==> src/rtl/ssp_reg_sync_rx.sv <==
// SSPCLK-domain receiver for the SSPCR0/SSPCPSR two-buffer synchronisation.
// Toggle triggers are synchronised, captured into shadows and applied while the core is idle.
module ssp_reg_sync_rx #(
    parameter int unsigned SYNC_STAGES = 2
) (
    input  logic        SSPCLK,
    input  logic        SSPRST,
    input  logic [15:0] SSPCR0In,
    input  logic [6:0]  SSPCPSRIn,
    input  logic        CR0Update,
    input  logic        CPSRUpdate,
    input  logic [3:0]  SSPCR1In,
    input  logic        ApplyEn,
    output logic [15:0] SSPCR0Act,
    output logic [6:0]  SSPCPSRAct,
    output logic [3:0]  SSPCR1Sync,
    output logic        CR0Pend,
    output logic        CPSRPend,
    output logic        CR0Applied,
    output logic        CPSRApplied,
    output logic        CR0Ack,
    output logic        CPSRAck
);

    logic [SYNC_STAGES-1:0] cr0_sync_q, cpsr_sync_q;
    logic                   cr0_hist_q, cpsr_hist_q;
    logic [15:0]            cr0_shadow_q, cr0_shadow_d, cr0_act_q, cr0_act_d;
    logic [6:0]             cpsr_shadow_q, cpsr_shadow_d, cpsr_act_q, cpsr_act_d;
    logic                   cr0_pend_q, cr0_pend_d, cpsr_pend_q, cpsr_pend_d;
    logic                   cr0_applied_q, cpsr_applied_q;
    logic                   cr0_edge, cpsr_edge, cr0_apply, cpsr_apply;
    logic [3:0]             cr1_sync_q [SYNC_STAGES];

    always_comb begin
        cr0_edge      = cr0_sync_q[SYNC_STAGES-1] ^ cr0_hist_q;
        cpsr_edge     = cpsr_sync_q[SYNC_STAGES-1] ^ cpsr_hist_q;
        cr0_apply     = cr0_pend_q & ApplyEn;
        cpsr_apply    = cpsr_pend_q & ApplyEn;
        // An edge on the apply cycle: active takes the old shadow, shadow takes the new buffer.
        cr0_shadow_d  = cr0_edge ? SSPCR0In : cr0_shadow_q;
        cpsr_shadow_d = cpsr_edge ? SSPCPSRIn : cpsr_shadow_q;
        cr0_act_d     = cr0_apply ? cr0_shadow_q : cr0_act_q;
        cpsr_act_d    = cpsr_apply ? cpsr_shadow_q : cpsr_act_q;
        cr0_pend_d    = cr0_edge | (cr0_pend_q & ~cr0_apply);
        cpsr_pend_d   = cpsr_edge | (cpsr_pend_q & ~cpsr_apply);
    end

    always_ff @(posedge SSPCLK) begin
        if (SSPRST) begin
            cr0_sync_q     <= '0;
            cpsr_sync_q    <= '0;
            cr0_hist_q     <= 1'b0;
            cpsr_hist_q    <= 1'b0;
            cr0_shadow_q   <= '0;
            cpsr_shadow_q  <= '0;
            cr0_act_q      <= '0;
            cpsr_act_q     <= '0;
            cr0_pend_q     <= 1'b0;
            cpsr_pend_q    <= 1'b0;
            cr0_applied_q  <= 1'b0;
            cpsr_applied_q <= 1'b0;
            for (int i = 0; i < SYNC_STAGES; i++) begin
                cr1_sync_q[i] <= '0;
            end
        end else begin
            cr0_sync_q     <= {cr0_sync_q[SYNC_STAGES-2:0], CR0Update};
            cpsr_sync_q    <= {cpsr_sync_q[SYNC_STAGES-2:0], CPSRUpdate};
            cr0_hist_q     <= cr0_sync_q[SYNC_STAGES-1];
            cpsr_hist_q    <= cpsr_sync_q[SYNC_STAGES-1];
            cr0_shadow_q   <= cr0_shadow_d;
            cpsr_shadow_q  <= cpsr_shadow_d;
            cr0_act_q      <= cr0_act_d;
            cpsr_act_q     <= cpsr_act_d;
            cr0_pend_q     <= cr0_pend_d;
            cpsr_pend_q    <= cpsr_pend_d;
            cr0_applied_q  <= cr0_apply;
            cpsr_applied_q <= cpsr_apply;
            cr1_sync_q[0]  <= SSPCR1In;
            for (int i = 1; i < SYNC_STAGES; i++) begin
                cr1_sync_q[i] <= cr1_sync_q[i-1];
            end
        end
    end

    assign SSPCR0Act   = cr0_act_q;
    assign SSPCPSRAct  = cpsr_act_q;
    assign SSPCR1Sync  = cr1_sync_q[SYNC_STAGES-1];
    assign CR0Pend     = cr0_pend_q;
    assign CPSRPend    = cpsr_pend_q;
    assign CR0Applied  = cr0_applied_q;
    assign CPSRApplied = cpsr_applied_q;
    assign CR0Ack      = cr0_hist_q;
    assign CPSRAck     = cpsr_hist_q;

endmodule

==> config.mk <==
export PLATFORM = sky130hd
export DESIGN_NAME = ssp_reg_sync_rx
export DESIGN_NICKNAME = d
export VERILOG_FILES = /design/src/rtl/ssp_reg_sync_rx.sv
export SDC_FILE = /design/constraint.sdc
export NUM_CORES = 1
export LEC_CHECK = 0
export CORE_UTILIZATION = 48
export CTS_BUF_LIST = sky130_fd_sc_hd__clkbuf_16
export CTS_CLUSTER_DIAMETER = 120
export DETAILED_ROUTE_END_ITERATION = 8
export GPL_TIMING_DRIVEN = 1
export PLACE_DENSITY = 0.79
export SETUP_SLACK_MARGIN = 0.15
export SYNTH_ARGS = -nofsm -noshare
export SYNTH_HDL_FRONTEND = slang
export SYNTH_SLANG_ARGS = --single-unit
export TNS_END_PERCENT = 1
==> constraint.sdc <==
create_clock -name SSPCLK -period 1.5 [get_ports SSPCLK]
set_clock_uncertainty 0.05 [all_clocks]
set_input_delay 0.3 -clock SSPCLK [delete_from_list [all_inputs] [get_ports SSPCLK]]
set_output_delay 0.3 -clock SSPCLK [all_outputs]
set_load 0.05 [all_outputs]
Word level (Yosys, flattened, before mapping)
Memories as Yosys holds them, arrays and structs flattened.
Index checks and enable logic that the tools add are counted.
- bits in writable memories: 8
- memories kept: 1
- register bits: 56
- word-level logic and storage cells: 30
- memories (name ; words ; bits a word ; read ports ; clocked after memory_dff ; write ports ; line ; source):
    cr1_sync_q ; 2 ; 4 ; 2 ; 0 ; 2 ; 32 ; logic [3:0] cr1_sync_q [SYNC_STAGES];
- bitwise gates (word level): 12
- mux-type cells: 5
- operator list (cell ; count):
    $mux 4 ; 2
    $and 1x1->1 ; 4
    $or 1x1->1 ; 4
    $mux 1 ; 3
    $not 1->1 ; 2
    $xor 1x1->1 ; 2

Depth between registers and ports, before layout
- depth after elaboration: 4
- mapped depth: 4
- depth with buffers taken out: 2

Least setup slack after synthesis
OpenSTA, ideal clock, no wires.
- path kind: register to register
- from: register cr0_pend_q, in the netlist CR0Pend
- to: register cr0_act_q[2], in the netlist SSPCR0Act[2]
- period minus slack after synthesis: 1521 ps
- setup time: 132 ps
- setup slack: -21 ps
- arrival time: 1339 ps
- required time: 1318 ps
- stages on the path, launching flop included: 5
- cell sequence: dfxtp_1 buf_2 clkbuf_1 a21bo_2 a21oi_1
- word-level cells in the longest chain between the ends: 1
- RTL lines (element ; line ; source):
    start: declaration ; 29 ; logic cr0_pend_q, cr0_pend_d, cpsr_pend_q, cpsr_pend_d;
    start signal: assignment ; 74 ; cr0_pend_q <= cr0_pend_d;
    $and 1x1->1 ; 37 ; cr0_apply = cr0_pend_q & ApplyEn;
    end signal: assignment ; 72 ; cr0_act_q <= cr0_act_d;
    end: declaration ; 27 ; logic [15:0] cr0_shadow_q, cr0_shadow_d, cr0_act_q, cr0_act_d;
Every way passes these cells.
A chain may end at the register's enable or synchronous reset.

Final worst setup path
- from: register cr0_pend_q, in the netlist CR0Pend
- to: output port CR0Pend
- RTL lines (element ; line ; source):
    end: declaration ; 17 ; output logic CR0Pend,
No word-level cell between the ends.

==> summary.md <==
| Metric | Value |
|---|---|
| Status | completed |
| Die area | 0.00563 mm^2 |
| Max_cap viols | 0 |
| Drt first pass iters | 4 |
| Count of input and output buffers | 64 |
| Post-synth EDFFs | 0 |
| GRT overflow | 0 |
| GP Congestion | 0.708 |
| Comb pwr share | 10.0% |
| Clock Latency Late Sink | 0.32 ns |
| Total wire length | approximately 4.9 mm |
| Worst EP arrival | 1.00 ns |
| Die X | 75.0 um |
| Final slew viol count | 0 |
| Hold Violations, Final | 0 |
| Peak supply drop | 1.06 mV |
| Syn Nets | 283 |
| Reg clk slew, reported paths | 0.05 ns |
| # DRC | 0 |
| Startpoint types | flop |
| Mapped cell area | 0.00256 mm^2 |
| Share of cells above drive strength 1 | 26.1% |
| Top cell type's share of synthesized area | 50.1% |
| Setup crit end | CR0Pend |
| CTS buffer count | 9 |
| Initial DRC Count | 77 |
| Core Rows | 26 |
| Top_reg_cell synth | dfxtp_1 |
| Net Sw Frac | 21.3% |
| Hold_buf cts | 0 |
| Setup TNS | 0 ns |
| Flop pwr share | 43.7% |
| Number of vias per cell | 4.85 |
| CORE AREA | 0.00511 mm^2 |
| Root buf cell | clkbuf_16 |
| GRT Total Usage | between 10% and 20% |
| Max frequency | around 740 MHz |
| Area growth from synthesis to layout | 51.7% |
| DP HPWL | 3.16 mm |
| Worst rel slew slack | 73.1% |
| Internal power | 0.00324 W |
| Cell depth of the worst flop-to-flop path | 2 |
| Ports | 65 |
| Seq cells post-synth | 64 |
| Worst flop-to-flop path startpoint | CPSRAck |
| Sequential area share after synthesis | 50.1% |
| Synth Instances | 251 |
| Kind of critical path | flop to output port |
| H-tree Lvls | 3 |
| Leak | 1.58 nW |
| Largest net degree at the start of global routing | 88 |
| Ys async rst share | 0% |
| Count leader, synth | dfxtp_1 |
| Tcrit/Tclk final | 90.3% |
| Initial core utilization | 50.1% |
| R2r setup slk | ~0.33 ns |
| Post-route ant nets | 0 |
| R2r endpoint | cpsr_shadow_q[1] |
| Via count | roughly 1,900 |
| CTS tree | done |
| CTS sink count | 64 |
| Yosys warning count | 0 |
| Inserted Diodes | 0 |
| Sw power | 0.000874 W |
| Worst slew pin tran | a little over 0.4 ns |
| Period minus WS final | around 1.4 ns |
| Initial antenna violation count | 0 |
| Final Util | 76.0% |
| Synth unique cells | 15 |
| Clock tree buffer depth | 2 |
| Final setup vio count | 0 |
| Worst endpoint required time | 1.15 ns |
| RSZ-0062 raised after global routing | true |
| Vias in the first global route | around 1,700 |
| Synth top cells by count | dfxtp_1 (64), nand2b_1 (48), a21oi_1 (25) |
| Wire per inst | 12.6 um |
| Worst Path Max Fanout | 16 |
| Synth top area cells | dfxtp_1 (50%), nand2b_1 (12%), a21bo_2 (9.0%) |
| Avg Cell Area, Syn | 10.2 um^2 |
| Global-route wire length before repair | 7.85 mm |
| Min-Delay Path Class | input pin to flop |
| Largest area contributor in the netlist | dfxtp_1 |
| Chip height | ~75 um |
| Clock power frac | between 40% and 50% |
| CP Launch Point | CR0Pend |
| Pwr per Cell Area | around 1100 mW/mm^2 |
| CP Capture Type | output port |
| # nets final | 341 |
==> stage by stage <==
step                      hold WS (ns)  total power (W)  std cells  setup slack (ns)  cell area (um^2)
after floorplan                  0.364          0.00205        251            0.0680              2560
after global placement           0.371          0.00222        366             0.152              3570
after detailed placement         0.377          0.00223        366            0.0866              3570
after CTS                        0.354          0.00415        384             0.132              3880
after global routing             0.392          0.00426        384             0.107              3880
final                            0.355          0.00411        384             0.145              3880
==> worst min-delay path by stage <==
stage                      from               end  slack (ns)  cells after the start
2_1_floorplan    cpsr_sync_q[0]    cpsr_sync_q[1]        0.36                      1
3_3_place_gp     cpsr_sync_q[0]    cpsr_sync_q[1]        0.37                      1
3_5_place_dp   cr1_sync_q[0][3]  cr1_sync_q[0][7]        0.38                      1
4_1_cts                 ApplyEn      SSPCR0Act[3]        0.35                      3
5_1_grt                 ApplyEn      SSPCR0Act[4]        0.39                      3
6_report                ApplyEn      SSPCR0Act[3]        0.36                      3
==> metal layers <==
metal | up-vias | global-route usage [%] | share of wire (%)
met2 | 43 | 30.2 | 50
met5 | - | 0 | 0
met4 | 0 | 8.60 | 1.5
met3 | 6 | 5.62 | 4.0
met1 | 863 | 23.6 | 45
li1 | 951 | - | -
==> timing repair <==
action	CTS	global route
buffers inserted	2	0
gates resized for setup	0	1
pin swaps	1	0
endpoints found under the setup margin	19	3
==> sequential cells by signal, summed over array words and instances (netlist names) <==
| name | count |
|---|---|
| cpsr_sync_q | 2 |
| SSPCPSRAct | 7 |
| CR0Applied | 1 |
| cr0_shadow_q | 16 |
| CR0Ack | 1 |
| cpsr_shadow_q | 7 |
| cr1_sync_q | 8 |
| CPSRAck | 1 |
| cr0_sync_q | 2 |
| SSPCR0Act | 16 |
| CPSRPend | 1 |
| CR0Pend | 1 |
| CPSRApplied | 1 |
==> power groups by stage <==
| stage | sequential [W] | combinational [W] | clock (W) |
|---|---|---|---|
| finish | 0.00180 | 0.000410 | 0.00190 |
| global route | 0.00180 | 0.000439 | 0.00202 |
| CTS | 0.00180 | 0.000412 | 0.00194 |
| detailed placement | 0.00183 | 0.000400 | 0 |
| global placement | 0.00183 | 0.000394 | 0 |
| floorplan | 0.00185 | 0.000196 | 0 |
==> final cells by class <==
type / count / area (um^2)
clock inverters: 7 / 55.1
clock buffers: 9 / 225
repair buffers: 72 / 1070
fillers: 341 / 1230
well taps: 70 / 87.6
multi-input cells: 162 / 1160
flip-flops and latches: 64 / 1280
==> critical path, stage by stage, from the launching register on <==
cell and delay, ns:
dfxtp_2 0.32, buf_4 0.21, buf_12 0.16
==> layout by cell type (no fill, tap or decap) <==
master	count
dfxtp_1	62
nand2b_1	48
buf_12	37
clkdlybuf4s50_1	29
a21oi_1	25
mux2i_1	23
nand3_1	23
a21bo_2	23
nor2b_1	14
clkbuf_16	9
buf_4	4
dfxtp_2	2
xnor2_4	2
nand2_1	2
nor2_1	2
inv_1	2
clkinv_2	2
clkinv_1	2
buf_2	2
bufinv_16	1
==> cell families (layout without fill, tap and decap cells) <==
kind of cell	after synthesis	in the layout	synth area share, %
xor gates and xnor gates	2	2	2.15
AOI/OAI and AO/OA	48	48	13.9
buffers and inverters	25	88	4.65
DFF	64	64	50.1
muxes	23	23	9.00
and+or+nand+nor	89	89	20.2
No activity file was read; power rests on OpenSTA's default activity.
